<file path="src/rtl/bus_dev_pkg.sv">
// Shared constants and helpers for the bus device port.
// Holds the destination-field width, the default broadcast ID and the field extractor.
// No logic state; pure declarations.
package bus_dev_pkg;

    localparam int DEST_W = 8;
    localparam logic [DEST_W-1:0] BROADCAST_ID_DEF = 8'b1000_1111;

    // Widest packet the extractor accepts; callers zero-extend into this width.
    localparam int PKT_MAX_W = 256;

    // Destination is the top DEST_W bits of a pkt_w-wide packet.
    function automatic logic [DEST_W-1:0] get_dest(input logic [PKT_MAX_W-1:0] pkt,
                                                   input int pkt_w);
        return DEST_W'(pkt >> (pkt_w - DEST_W));
    endfunction

endpackage

</file>
<file path="src/rtl/bus_dev_fifo.sv">
// Show-ahead synchronous FIFO: head entry is always visible on o_rd_data.
// Latency: a write is visible (o_empty low) the cycle after it is accepted.
// Backpressure: writes while full and reads while empty are ignored; a same-cycle read never frees room for a write.
module bus_dev_fifo #(
    parameter int W     = 32,
    parameter int DEPTH = 16
) (
    input  logic         clk,
    input  logic         reset,
    input  logic         i_wr_en,
    input  logic [W-1:0] i_wr_data,
    input  logic         i_rd_en,
    output logic [W-1:0] o_rd_data,
    output logic         o_empty,
    output logic         o_full
);
    localparam int AW    = $clog2(DEPTH);
    localparam int CNT_W = AW + 1;
    localparam logic [CNT_W-1:0] FULL_CNT = CNT_W'(DEPTH);

    logic [W-1:0]     r_mem [DEPTH];
    logic [AW-1:0]    r_wptr;
    logic [AW-1:0]    r_rptr;
    logic [CNT_W-1:0] r_cnt;

    logic w_wr;
    logic w_rd;

    // Full/empty come straight from the registered count so they never depend on inputs.
    assign o_full    = (r_cnt == FULL_CNT);
    assign o_empty   = (r_cnt == '0);
    assign w_wr      = i_wr_en & ~o_full;
    assign w_rd      = i_rd_en & ~o_empty;
    assign o_rd_data = r_mem[r_rptr];

    // Storage is deliberately not reset; stale contents are hidden by the count.
    always_ff @(posedge clk) begin
        if (w_wr) begin
            r_mem[r_wptr] <= i_wr_data;
        end
    end

    // Pointers wrap naturally because DEPTH is a power of two.
    always_ff @(posedge clk) begin
        if (reset) begin
            r_wptr <= '0;
            r_rptr <= '0;
            r_cnt  <= '0;
        end else begin
            if (w_wr) begin
                r_wptr <= r_wptr + 1'b1;
            end
            if (w_rd) begin
                r_rptr <= r_rptr + 1'b1;
            end
            case ({w_wr, w_rd})
                2'b10:   r_cnt <= r_cnt + 1'b1;
                2'b01:   r_cnt <= r_cnt - 1'b1;
                default: r_cnt <= r_cnt;
            endcase
        end
    end

endmodule

</file>
<file path="src/rtl/bus_dev_port.sv">
// Bus device port: TX FIFO towards the bus, RX FIFO from the bus, saturating drop counter.
// Latency: one cycle from accepted write/push to pndng/rx_vld; show-ahead heads on D_pop/rx_data.
// Backpressure: tx_wr ignored while tx_full; pushes dropped (and counted) while RX full or filtered.
// Optional destination filtering is enabled with the macro BUS_DEV_ADDR_FILTER_EN.
module bus_dev_port
    import bus_dev_pkg::*;
#(
    parameter int               pckg_sz   = 32,
    parameter int               depth     = 16,
    parameter logic [DEST_W-1:0] id        = 8'h00,
    parameter logic [DEST_W-1:0] broadcast = BROADCAST_ID_DEF
) (
    input  logic               clk,
    input  logic               reset,
    output logic               pndng,
    output logic [pckg_sz-1:0] D_pop,
    input  logic               pop,
    input  logic               push,
    input  logic [pckg_sz-1:0] D_push,
    input  logic               tx_wr,
    input  logic [pckg_sz-1:0] tx_data,
    output logic               tx_full,
    input  logic               rx_rd,
    output logic [pckg_sz-1:0] rx_data,
    output logic               rx_vld,
    output logic [7:0]         rx_drop_cnt
);
`ifdef BUS_DEV_ADDR_FILTER_EN
    localparam bit FILTER_EN = 1'b1;
`else
    localparam bit FILTER_EN = 1'b0;
`endif

    logic              w_tx_empty;
    logic              w_rx_empty;
    logic              w_rx_full;
    logic [DEST_W-1:0] w_dest;
    logic              w_addr_hit;
    logic              w_accept;
    logic              w_drop;
    logic [7:0]        r_drop_cnt;

    assign w_dest     = get_dest(PKT_MAX_W'(D_push), pckg_sz);
    assign w_addr_hit = (w_dest == id) || (w_dest == broadcast);
    assign w_accept   = FILTER_EN ? w_addr_hit : 1'b1;
    assign w_drop     = push & (~w_accept | w_rx_full);

    assign pndng       = ~w_tx_empty;
    assign rx_vld      = ~w_rx_empty;
    assign rx_drop_cnt = r_drop_cnt;

    bus_dev_fifo #(
        .W     (pckg_sz),
        .DEPTH (depth)
    ) u_tx_fifo (
        .clk       (clk),
        .reset     (reset),
        .i_wr_en   (tx_wr),
        .i_wr_data (tx_data),
        .i_rd_en   (pop),
        .o_rd_data (D_pop),
        .o_empty   (w_tx_empty),
        .o_full    (tx_full)
    );

    bus_dev_fifo #(
        .W     (pckg_sz),
        .DEPTH (depth)
    ) u_rx_fifo (
        .clk       (clk),
        .reset     (reset),
        .i_wr_en   (push & w_accept),
        .i_wr_data (D_push),
        .i_rd_en   (rx_rd),
        .o_rd_data (rx_data),
        .o_empty   (w_rx_empty),
        .o_full    (w_rx_full)
    );

    // Count every dropped push (RX full or filtered out), holding at 8'hFF.
    always_ff @(posedge clk) begin
        if (reset) begin
            r_drop_cnt <= '0;
        end else if (w_drop && (r_drop_cnt != 8'hFF)) begin
            r_drop_cnt <= r_drop_cnt + 8'd1;
        end
    end

endmodule
</file>
<file path="config.mk">
export PLATFORM = sky130hd
export DESIGN_NAME = bus_dev_port
export DESIGN_NICKNAME = d
export VERILOG_FILES = /design/src/rtl/bus_dev_pkg.sv /design/src/rtl/bus_dev_fifo.sv /design/src/rtl/bus_dev_port.sv
export SDC_FILE = /design/constraint.sdc
export NUM_CORES = 1
export LEC_CHECK = 0
export ABC_AREA = 1
export CAP_MARGIN = 20
export CORE_UTILIZATION = 35
export CTS_BUF_LIST = sky130_fd_sc_hd__clkbuf_8
export DETAILED_ROUTE_END_ITERATION = 8
export SYNTH_ARGS = -nofsm -noshare
export SYNTH_HDL_FRONTEND = slang
export SYNTH_SLANG_ARGS = --single-unit
</file>
<file path="constraint.sdc">
create_clock -name clk -period 3.3 [get_ports clk]
set_input_delay 0.825 -clock clk [delete_from_list [all_inputs] [get_ports clk]]
set_output_delay 0.825 -clock clk [all_outputs]
set_load 0.01 [all_outputs]
</file>
==> run metrics <==
outcome=finished with violations; failing checks=negative setup slack; synthesized area=43100 µm²; Final setup viols=25; most frequent cells in the layout=edfxtp_1, inv_1, o211ai_1, mux2i_1, a21oi_1; CTS max path bufs=3; M1 GR Usage=0.239; Critical Path Fanout Max=8; Clock Skew=46.7 ps; Clock Sinks=approximately 1.1k; slowest stage delay, CP=between 400 and 500 ps; antenna viol nets, final=0; slowest CP cell=dfxtp_4; Final WS setup=-74.3 ps; fin crit share=1.02; first-pass detailed-route iteration total=5; Initial Util=0.353; Hold Crit Class=flop to flop; synthesized instance count=3019; worst skew pair latency=910 ps; final net count=between 3k and 4k; DPL Wire Length=between 50000 and 60000 µm; via count=26.6k; register area share after synthesis=0.734; Post-Syn Nets=3106; antenna violations before repair=10; Post-CTS Hold Fix Bufs=0; Total GRT Usage=0.177; crit path cell chain=buf_12 -> buf_16 -> buf_12 -> buf_16 -> mux2i_1 -> o211ai_1 -> nand3_1 -> nand2_1 -> buf_2; synth-to-layout area growth=25.2%; vias in the first global route=26.3k; Top-Level Pins=between 100 and 150; Tightest Pin Transition=around 720 ps; DP Area=47400 µm²; GP Congestion=0.746; worst IR drop on VDD=404 µV; GRT busiest layer=met2; # DRC=0; #FFs+latches synth=1066; first-pass GRT wire length=approximately 170000 µm; CTS Buf Count=approximately 180; CTS H-tree depth=4; max-slew violations=0; RSZ-0062 raised after global routing=yes; Avg Vias per Cell=5.12; leakage=roughly 0.019 µW; Netlist cell types=30; FMAX=a little under 300 MHz; number of synthesis warnings=0; CTS tree=built; Finished Cell Area=roughly 54000 µm²; DRT iter0 DRCs=2054; CTS root buf=clkbuf_8; Core Region=~120000 µm²; # port buffers=144; Min Clock Period, post-route=approximately 3400 ps; total gr overflow=0; crit path kind=flop to output pin; Worst slew margin=0.520; Worst setup EP type=output pin; CP Launch Type=flop; GR Util met2=0.282; total power=37700 µW; Reg clk slew, reported paths=60 ps; max-cap violations=0; Power Dens Cells=~700 nW/µm²; Hold Vio Cnt, Final=0; Die Wd=353 µm; GR Util met3=0.0395; DR WL/cell=21.6 µm; die span in y=353 µm; worst endpoint required time=2470 ps; commonest non-fill, non-tap cell in the layout=edfxtp_1; worst path arrival time=between 2000 and 3000 ps; layout cell share with drive strength beyond 1=0.207; Total Routed Length=112000 µm; final core occ=0.442; full die area=around 120000 µm²; Avg Cell Area, Syn=14.3 µm²; largest net degree at the start of global routing=a little over 80; Rows=about 130
report_power, final:
part / total, µW / switching [µW] / internal (µW)
Combinational: 11600 / 6090 / 5460
Sequential: 15500 / 228 / 15300
Clock: 10600 / 5440 / 5190
kinds of logic after synthesis:
group,synth area share
DFF,0.734
and+or+nand+nor,0.0312
muxes,0.0595
xor gates and xnor gates,0.00285
buffers and inverters,0.0531
AOI/OAI and AO/OA,0.115
adders and majority gates,0.00494
cell usage after synthesis:
cell type / n / share of area
o21ai_1: 33 / 0.0038
xnor2_1: 4 / 0.00081
a31o_2: 2 / 0.00041
buf_12: 3 / 0.0014
o21ai_0: 288 / 0.033
nand2_2: 3 / 0.00044
nor4_1: 1 / 0.00015
inv_1: 309 / 0.027
buf_1: 7 / 0.00061
buf_4: 7 / 0.0012
nor4_2: 1 / 0.00029
nand2_1: 120 / 0.010
nor2_1: 69 / 0.0060
nand4_1: 10 / 0.0015
edfxtp_1: 1024 / 0.71
nand3_1: 105 / 0.012
buf_2: 31 / 0.0036
ha_1: 17 / 0.0049
nor3_1: 2 / 0.00023
clkbuf_1: 102 / 0.0089
buf_8: 12 / 0.0042
a21oi_1: 278 / 0.032
buf_6: 22 / 0.0058
o211ai_1: 256 / 0.045
xor2_1: 10 / 0.0020
inv_2: 3 / 0.00026
clkinv_1: 1 / 0.000087
dfxtp_1: 42 / 0.020
mux2i_1: 256 / 0.060
inv_4: 1 / 0.00015
final timing paths:
path	startpoint	slack, ps	to	cells after the start
max	flop	-70	rx_data[0]	9
min	u_rx_fifo.r_rptr[2]$_SDFFE_PP0P_	500	flop	2
max reg2reg	u_tx_fifo.r_cnt[1]$_SDFFE_PP0P_	1100	u_tx_fifo.r_cnt[4]$_SDFFE_PP0P_	15
min reg2reg	u_rx_fifo.r_rptr[2]$_SDFFE_PP0P_	500	flop	2
what timing repair did:
item,4_1_cts,5_1_grt
pin swaps,124,106
gates resized for setup,630,146
setup endpoints to repair,64,64
setup buffers,60,14
endpoints found under the hold margin,0,0
gates cloned,51,16
registers in the layout (all words and copies together) (netlist names), named ones only:
| signal | flops |
|---|---|
| u_tx_fifo.r_mem | 512 |
| u_rx_fifo.r_cnt | 5 |
| u_tx_fifo.r_wptr | 4 |
| u_rx_fifo.r_rptr | 4 |
| u_tx_fifo.r_cnt | 5 |
| u_tx_fifo.r_rptr | 4 |
| u_rx_fifo.r_mem | 512 |
| rx_drop_cnt | 8 |
| u_rx_fifo.r_wptr | 4 |
per-stage QoR:
step	std cells	setup slack [ps]	hold slack (ps)	TNS [ps]
after CTS	5163	-153	507	-5060
after floorplan	3019	350	474	0
after detailed placement	4732	377	496	0
after global routing	5190	-245	546	-9600
final	5191	-74.3	501	-875
after global placement	4732	385	485	0
per-layer routing:
layer  wire (µm)  vias to the layer above
met4        2410                       10
li1            -                    12180
met1       49400                    13345
met5          57                        -
met3        7280                      183
met2       53200                      875
critical path, delay by kind of cell (launching register included):
kind | cells | cell delay (ps)
AOI/OAI and AO/OA | 1 | 110
buffers and inverters | 5 | 700
DFF | 1 | 440
muxes | 1 | 200
and+or+nand+nor | 2 | 190
cell type report:
type | instances | area [µm²]
timing repair buffer | 404 | 5840
multi-input combinational | 1455 | 10000
antenna | 7 | 17.5
clock buffer | 178 | 2450
tap | 1625 | 2030
clock inverter | 142 | 746
sequential | 1066 | 31600
inverter | 314 | 1200
fill | 10682 | 68000
Note: power is estimated with default switching activity, not from simulation.
